$ cat config.mk
export PLATFORM = sky130hd
export DESIGN_NAME = fft_peak_tracker
export DESIGN_NICKNAME = d
export VERILOG_FILES = /design/src/rtl/fft_peak_tracker.sv
export SDC_FILE = /design/constraint.sdc
export NUM_CORES = 2
export LEC_CHECK = 0
export BUFFER_PORTS_ARGS = -buffer_cell sky130_fd_sc_hd__buf_2
export CELL_PAD_IN_SITES_DETAIL_PLACEMENT = 1
export CELL_PAD_IN_SITES_GLOBAL_PLACEMENT = 1
export CORE_ASPECT_RATIO = 0.8
export CORE_UTILIZATION = 25
export DETAILED_ROUTE_END_ITERATION = 8
export PLACE_DENSITY = 0.57
export SYNTH_ARGS = -nofsm -noshare
export SYNTH_HDL_FRONTEND = slang
export SYNTH_SLANG_ARGS = --single-unit
$ cat constraint.sdc
create_clock -name clk_in -period 9.25 [get_ports clk_in]
set_input_delay 0.925 -clock clk_in [delete_from_list [all_inputs] [get_ports clk_in]]
set_output_delay 0.925 -clock clk_in [all_outputs]
set_load 0.02 [all_outputs]
$ cat src/rtl/fft_peak_tracker.sv
// fft_peak_tracker
//   Per FFT frame, computes |X[k]|^2 for every streamed bin and tracks the strongest
//   bin in MIN_BIN..FFT_SIZE/2-1. At frame end the peak (bin + magnitude) is placed
//   in a single-entry output slot with a valid/ready handshake.
// Ports
//   clk_in, rst_in              clock, asynchronous active-high reset
//   fft_tdata/tvalid/tlast      FFT output stream {imag, real}, signed components
//   fft_tready                  always 1, the FFT cannot be stalled
//   peak_valid_out/ready_in     result handshake
//   peak_bin_out, peak_mag_out  peak bin (0 = below MAG_THRESH) and its |X|^2
//   frame_count_out             accepted results, wraps
//   frame_err_out, overrun_out  sticky error flags
module fft_peak_tracker #(
    parameter int FFT_SIZE   = 1024,
    parameter int DATA_W     = 16,
    parameter int MIN_BIN    = 2,
    parameter int MAG_THRESH = 4096
) (
    input  logic                clk_in,
    input  logic                rst_in,
    input  logic [2*DATA_W-1:0] fft_tdata,
    input  logic                fft_tvalid,
    input  logic                fft_tlast,
    output logic                fft_tready,
    output logic                peak_valid_out,
    input  logic                peak_ready_in,
    output logic [31:0]         peak_bin_out,
    output logic [2*DATA_W:0]   peak_mag_out,
    output logic [15:0]         frame_count_out,
    output logic                frame_err_out,
    output logic                overrun_out
);
    localparam int BW    = $clog2(FFT_SIZE);
    localparam int PW    = 2 * DATA_W;
    localparam int MAG_W = 2 * DATA_W + 1;
    localparam logic [BW-1:0]    LAST_BIN = BW'(FFT_SIZE - 1);
    localparam logic [BW-1:0]    HALF_BIN = BW'(FFT_SIZE / 2);
    localparam logic [BW-1:0]    LOW_BIN  = BW'(MIN_BIN);
    localparam logic [MAG_W-1:0] THRESH   = MAG_W'(MAG_THRESH);

    logic [BW-1:0]            bin_cnt_q;
    logic signed [DATA_W-1:0] s1_re_q, s1_im_q;
    logic [BW-1:0]            s1_bin_q, s2_bin_q, s3_bin_q;
    logic [PW-1:0]            s2_pre_q, s2_pim_q;
    logic [MAG_W-1:0]         s3_mag_q;
    // Per-stage tags: beat valid, good frame end, length error.
    logic [3:1]               vld_pipe_q, last_pipe_q, err_pipe_q;
    logic [MAG_W-1:0]         max_mag_q;
    logic [BW-1:0]            max_bin_q;
    logic                     out_vld_q;
    logic [BW-1:0]            out_bin_q;
    logic [MAG_W-1:0]         out_mag_q;
    logic [15:0]              cnt_q;
    logic                     ferr_q, ovr_q;

    logic                     at_end, beat_err;
    logic signed [PW-1:0]     re_ext, im_ext;
    logic                     hit, res_new, frame_end, xfer;
    logic [MAG_W-1:0]         cand_mag_d;
    logic [BW-1:0]            cand_bin_d;

    assign at_end   = (bin_cnt_q == LAST_BIN);
    // Length error: tlast off the last bin, or last bin reached without tlast.
    assign beat_err = fft_tlast != at_end;
    assign re_ext   = PW'(s1_re_q);
    assign im_ext   = PW'(s1_im_q);
    assign xfer     = out_vld_q && peak_ready_in;

    always_comb begin
        hit        = vld_pipe_q[3] && (s3_bin_q >= LOW_BIN) && (s3_bin_q < HALF_BIN)
                     && (s3_mag_q > max_mag_q);
        cand_mag_d = hit ? s3_mag_q : max_mag_q;
        cand_bin_d = hit ? s3_bin_q : max_bin_q;
        res_new    = vld_pipe_q[3] && last_pipe_q[3];
        frame_end  = vld_pipe_q[3] && (last_pipe_q[3] || err_pipe_q[3]);
    end

    always_ff @(posedge clk_in or posedge rst_in) begin
        if (rst_in) begin
            bin_cnt_q   <= '0;
            s1_re_q     <= '0;
            s1_im_q     <= '0;
            s1_bin_q    <= '0;
            s2_bin_q    <= '0;
            s3_bin_q    <= '0;
            s2_pre_q    <= '0;
            s2_pim_q    <= '0;
            s3_mag_q    <= '0;
            vld_pipe_q  <= '0;
            last_pipe_q <= '0;
            err_pipe_q  <= '0;
            max_mag_q   <= '0;
            max_bin_q   <= '0;
            out_vld_q   <= 1'b0;
            out_bin_q   <= '0;
            out_mag_q   <= '0;
            cnt_q       <= '0;
            ferr_q      <= 1'b0;
            ovr_q       <= 1'b0;
        end else begin
            if (fft_tvalid) begin
                bin_cnt_q <= (fft_tlast || at_end) ? '0 : bin_cnt_q + 1'b1;
                if (beat_err) ferr_q <= 1'b1;
            end
            // S1: capture
            s1_re_q        <= fft_tdata[DATA_W-1:0];
            s1_im_q        <= fft_tdata[2*DATA_W-1:DATA_W];
            s1_bin_q       <= bin_cnt_q;
            vld_pipe_q[1]  <= fft_tvalid;
            last_pipe_q[1] <= fft_tlast && at_end;
            err_pipe_q[1]  <= beat_err;
            // S2: squares (always non-negative, so stored unsigned)
            s2_pre_q       <= re_ext * re_ext;
            s2_pim_q       <= im_ext * im_ext;
            s2_bin_q       <= s1_bin_q;
            // S3: magnitude, one extra bit absorbs the carry
            s3_mag_q       <= {1'b0, s2_pre_q} + {1'b0, s2_pim_q};
            s3_bin_q       <= s2_bin_q;
            vld_pipe_q[3:2]  <= vld_pipe_q[2:1];
            last_pipe_q[3:2] <= last_pipe_q[2:1];
            err_pipe_q[3:2]  <= err_pipe_q[2:1];
            // S4: running max; frame end clears it so the next frame's
            // first compare (next cycle) starts from zero.
            if (frame_end) begin
                max_mag_q <= '0;
                max_bin_q <= '0;
            end else if (hit) begin
                max_mag_q <= cand_mag_d;
                max_bin_q <= cand_bin_d;
            end
            // Output slot
            if (xfer) cnt_q <= cnt_q + 16'd1;
            if (res_new) begin
                if (!out_vld_q || xfer) begin
                    out_vld_q <= 1'b1;
                    out_bin_q <= (cand_mag_d < THRESH) ? '0 : cand_bin_d;
                    out_mag_q <= cand_mag_d;
                end else begin
                    ovr_q <= 1'b1;
                end
            end else if (xfer) begin
                out_vld_q <= 1'b0;
            end
        end
    end

    assign fft_tready      = 1'b1;
    assign peak_valid_out  = out_vld_q;
    assign peak_bin_out    = {{(32-BW){1'b0}}, out_bin_q};
    assign peak_mag_out    = out_mag_q;
    assign frame_count_out = cnt_q;
    assign frame_err_out   = ferr_q;
    assign overrun_out     = ovr_q;
endmodule

; Yosys cells after proc, flatten, opt, wreduce, memory -nomap -nowiden
; Index checks and enable logic that the tools add are counted.
[classes]
addsub = 3
multipliers = 2
magnitude_cmp = 4
eq_ne = 3
n_mux = 11
n_bitwise = 1
n_reduce_logical = 17
[op_table]
columns = cell, count
row1 = two-way mux 33 bit, 3
row2 = multiplier 16 x 16 -> 32 bit, 2
row3 = two-way mux 10 bit, 5
row4 = adder 32 x 32 -> 33 bit, 1
row5 = greater-than comparator 33 bit, 1
row6 = "less-than comparator 33 x 13 -> 1 bit, second input constant", 1
row7 = "adder 16 x 1 -> 16 bit, second input constant", 1
row8 = "adder 10 x 1 -> 10 bit, second input constant", 1
row9 = "== test 10 bit, second input constant", 1
row10 = "greater-or-equal comparator 10 x 2 -> 1 bit, second input constant", 1
row11 = "less-than comparator 10 bit, second input constant", 1
row12 = AND reduction 2 bit, 4
row13 = logical AND 1 bit, 7
row14 = nonzero test 2 bit, 2
row15 = logical OR 1 bit, 3
row16 = two-way mux 1 bit, 3
row17 = "inequality test 2 x 1 -> 1 bit, second input constant", 1
row18 = zero test 1 bit, 1
row19 = inequality test 1 bit, 1
row20 = NOT 1 bit, 1
[word_totals]
reg_bits = 283
input_bits = 37
output_inout_bits = 85
word_cells = 61

; Logic depth before layout (Yosys ltp)
[logic_depth]
depth_word = 7
ltp_mapped = 25
ltp_nobuf = 24

; Worst setup path after synthesis
; Ideal clock, no wire load.
[synth_timing]
path_type = register -> register
start = register s1_re_q[13]
end = register s2_pre_q[31]
setup_ns = 0.133
arrival_time_ns = 6.140
required_ns = 9.117
slack_ns = 2.977
stages_incl_launch_ff = 24
path_buffers = 1
synth_period_minus_slack_ns = 6.273
cell_sequence = dfrtp_1 -> clkbuf_1 -> nand2_1 -> inv_1 -> fa_1 -> inv_1 -> fa_1 -> fa_1 -> inv_1 -> fa_1 -> fa_1 -> inv_1 -> fa_1 -> inv_1 -> ha_1 -> a21o_1 -> a211o_1 -> nand2b_1 -> o32a_1 -> o31a_1 -> a41o_1 -> a31oi_1 -> mux2i_1 -> nand4_1
[synth_via]
elab_chain_len = 1
[synth_lines]
columns = item, line_no
row1 = start: declaration, 42  ; logic signed [DATA_W-1:0] s1_re_q, s1_im_q;
row2 = start signal: assignment, 106  ; s1_re_q <= fft_tdata[DATA_W-1:0];
row3 = multiplier 16 x 16 -> 32 bit, 113  ; s2_pre_q <= re_ext * re_ext;
row4 = end signal: assignment, 113
row5 = end: declaration, 44  ; logic [PW-1:0] s2_pre_q, s2_pim_q;
; No other way between the ends.
; A chain may end at the register's enable or synchronous reset.

; Final worst setup path
[layout_timing]
start = register s1_re_q[2]
end = register s2_pre_q[30]
; The elaborated chain is that of the path after synthesis.

==> out/results.ini <==
[setup_path]
required_ps=9700
rrSetupSlack_ps=2120
path_common_cell=fa_1
slowest_stage=fa_1
critPathLaunchType=flop
criticalPathCategory=flop to flop
arrival_ps=7580
r2r-start=s1_re_q[2]
cp_cell_sequence=inv_1 > nor2_1 > fa_1 > fa_1 > fa_1 > fa_1 > fa_1 > inv_1 > fa_1 > inv_1 > ha_1 > nand3_1 > nor2_1 > nand2_1 > nor2_1 > a31oi_1 > a311oi_1 > o21a_1 > nor2_1 > xnor2_1
cp_max_fo=17
end_kind=flop
critPathMaxStageDelay_ps=920
rr_worst_depth=20
r2r-end=s2_pre_q[30]

[sta]
worstMarginPinSlew_ps=985
period_minus_slack_ps=7130
fmax_ghz=0.140
setup_viol=0
skew_ps=22.6
rsz0062_at_grt=no
drv_slew=0
fin_crit_sh=0.771
tns_ps=0
hold_viol_final=0
slew_headroom=0.343

[die]
die_w_um=381
start_util=0.254
die_y_um=305
die-area_sq_um=116000
io_pins=122
std_cell_rows=110
core-area_sq_um=113000

[layout]
design_area_sq_um=32100
fin_nets=3690
drive_gt1_frac=0.0685
syn_to_final_growth_pct=11.9

[logic_synthesis]
synth_edf_count=0
synthCells=2858
synthArstFlopShare=1.00
ys.flop_type=dfrtp_1
synth.top_cells.by_area=fa_1 (33%), dfrtp_1 (24%), ha_1 (11%)
ys_ff_latch=281
yosysTopAreaCell=fa_1
syn_area_sq_um=28700
synth.distinct_cells=64
ys_seq_area_frac=0.245
synth.avg_cell_area_sq_um=10.0
synth_top_area_frac=0.330
synth_warnings=0

[clock_network]
htree_levels=2
path_clk_slew_ps=60
holdBufCountCts=0
cts_resized=0
clock-sinks=281
cts-root-buf=clkbuf_16
ctsLongestPathBuffers=3
numCtsBuffers=38
clock_latency_ps=580
cts_setup_buffers=0
cts_tree=built

[routing]
wirelength_um=69100
wl_per_cell_um=15.4
dr.pass1.iters=4
vias=18800
final_antenna_net_count=0
drcViolationCount=0
drt_iter0_drc=599
viasPerCell=4.19

[grt]
grt_pass1_wl_um=115000
grt_start_max_net_pins=106
grt_use_total=0.124
overflow=0
antenna_found_initial=5
grt_pass1_vias=21100

[place]
globalplace.congestion=0.787
placed_area_sq_um=30800
dpl.hpwl_um=56500
io_buffers=98

[min_path]
worstHoldEndpoint=s3_bin_q[6]
hold_path.class=flop to flop
worstHoldPathCells=0
min_from=s2_bin_q[6]

[status]
status=complete, no violations

[run]
max-cap-violations=0

## layout make-up
cell class | instances | area, sq um
fill | 13100 | 81000
multi-input combinational | 1823 | 18800
sequential | 281 | 7030
inverter | 682 | 2570
tap | 1512 | 1890
clock buffer | 46 | 1000
timing repair buffer | 111 | 588
clock inverter | 21 | 268
antenna | 3 | 7.51
## sequential cells by signal, indices dropped and copies added, names as in the netlist
signal           flops
frame_count_out     16
err_pipe_q           3
out_bin_q           10
s2_bin_q            10
overrun_out          1
last_pipe_q          3
max_mag_q           33
frame_err_out        1
s3_mag_q            33
s1_re_q             16
vld_pipe_q           3
peak_valid_out       1
s2_pim_q            31
max_bin_q           10
s1_im_q             16
peak_mag_out        33
s3_bin_q            10
s2_pre_q            31
s1_bin_q            10
bin_cnt_q           10
## cell usage in the layout (no fill, tap or decap), types with 15 or more instances in the layout
master	synthesis	final
buf_2	0	98
nand2b_1	18	18
o21ai_0	79	79
xor2_1	37	37
xnor2_1	87	87
mux2i_1	15	15
dfrtp_1	281	281
nand3_1	29	28
nand4_1	17	17
nand2_1	210	210
and2_1	83	83
a21o_1	38	38
conb_1	2	23
inv_1	682	681
ha_1	243	243
fa_1	473	473
a21oi_1	87	87
a211oi_1	16	16
nor2_1	198	198
clkbuf_16	0	38
nor3_1	18	18
o21a_1	21	21
## cells in the mapped netlist, types with 3 or more instances
library cell	n
and2_1	83
buf_1	5
o21bai_1	10
or2_2	7
ha_1	243
a211oi_1	16
nor2b_1	12
dfrtp_1	281
clkbuf_1	65
and3_1	14
mux2i_1	15
a31oi_1	5
a22o_1	4
nand2_1	210
xor2_1	37
a31o_2	10
buf_4	23
nor3_1	18
nor4_1	12
a21oi_1	87
a311oi_1	3
a21o_1	38
fa_1	473
o211ai_1	3
nor2_1	198
a211o_1	4
inv_1	682
or3_1	4
nand2b_1	18
a41o_1	3
nand3_1	29
xnor2_1	87
o21a_1	21
o21ai_0	79
nand4_1	17
## worst max-delay path by stage
| stage | start | cells past startpoint | slack [ps] | endpoint |
|---|---|---|---|---|
| 4_1_cts | s1_re_q[12] | 22 | 2130 | s2_pre_q[31] |
| 2_1_floorplan | rst_in | 1 | 570 | bin_cnt_q[0] |
| 5_1_grt | s1_re_q[6] | 19 | 1610 | s2_pre_q[24] |
| 3_3_place_gp | s1_im_q[15] | 21 | 2200 | s2_pim_q[31] |
| 6_report | s1_re_q[2] | 20 | 2120 | s2_pre_q[30] |
| 3_5_place_dp | s1_re_q[12] | 22 | 2170 | s2_pre_q[31] |
## critical path, delay by kind of cell, from the launching register on
family / cells / cell delay [ps]
buffers and inverters: 3 / 430
adder cells (fa/ha/maj): 7 / 3900
flip-flops: 1 / 840
XOR/XNOR: 1 / 120
AO/OA/AOI/OAI: 3 / 710
AND/OR/NAND/NOR: 6 / 990
## layer usage
metal	GRT usage	share of wire
met1	0.178	0.49
met5	0	0.00039
met2	0.201	0.46
met3	0.0181	0.031
met4	0.0216	0.015
## stage by stage
stage                     hold slack (ps)  setup WS, ps   util  cells
after global routing                  356          1610  0.284   4477
after floorplan                       331           574      -   2879
after detailed placement              336          2170  0.273   4409
final                                 343          2120  0.284   4479
after global placement                333          2200  0.273   4409
after CTS                             348          2130  0.284   4476
## kinds of logic (layout without fill, tap and decap cells)
logic type / count (synthesis) / in the layout / share of synthesized area
xor+xnor: 124 / 124 / 0.0378
compound gates: 314 / 314 / 0.0709
simple gates: 630 / 630 / 0.100
fa+ha+maj: 716 / 716 / 0.436
mux: 16 / 16 / 0.00562
other cells: 2 / 26 / 0.000262
buf+inv: 775 / 860 / 0.104
flops: 281 / 281 / 0.245
Power is not shown: default switching activity piles up to over one toggle a cycle in this logic, so the estimate is an artifact.
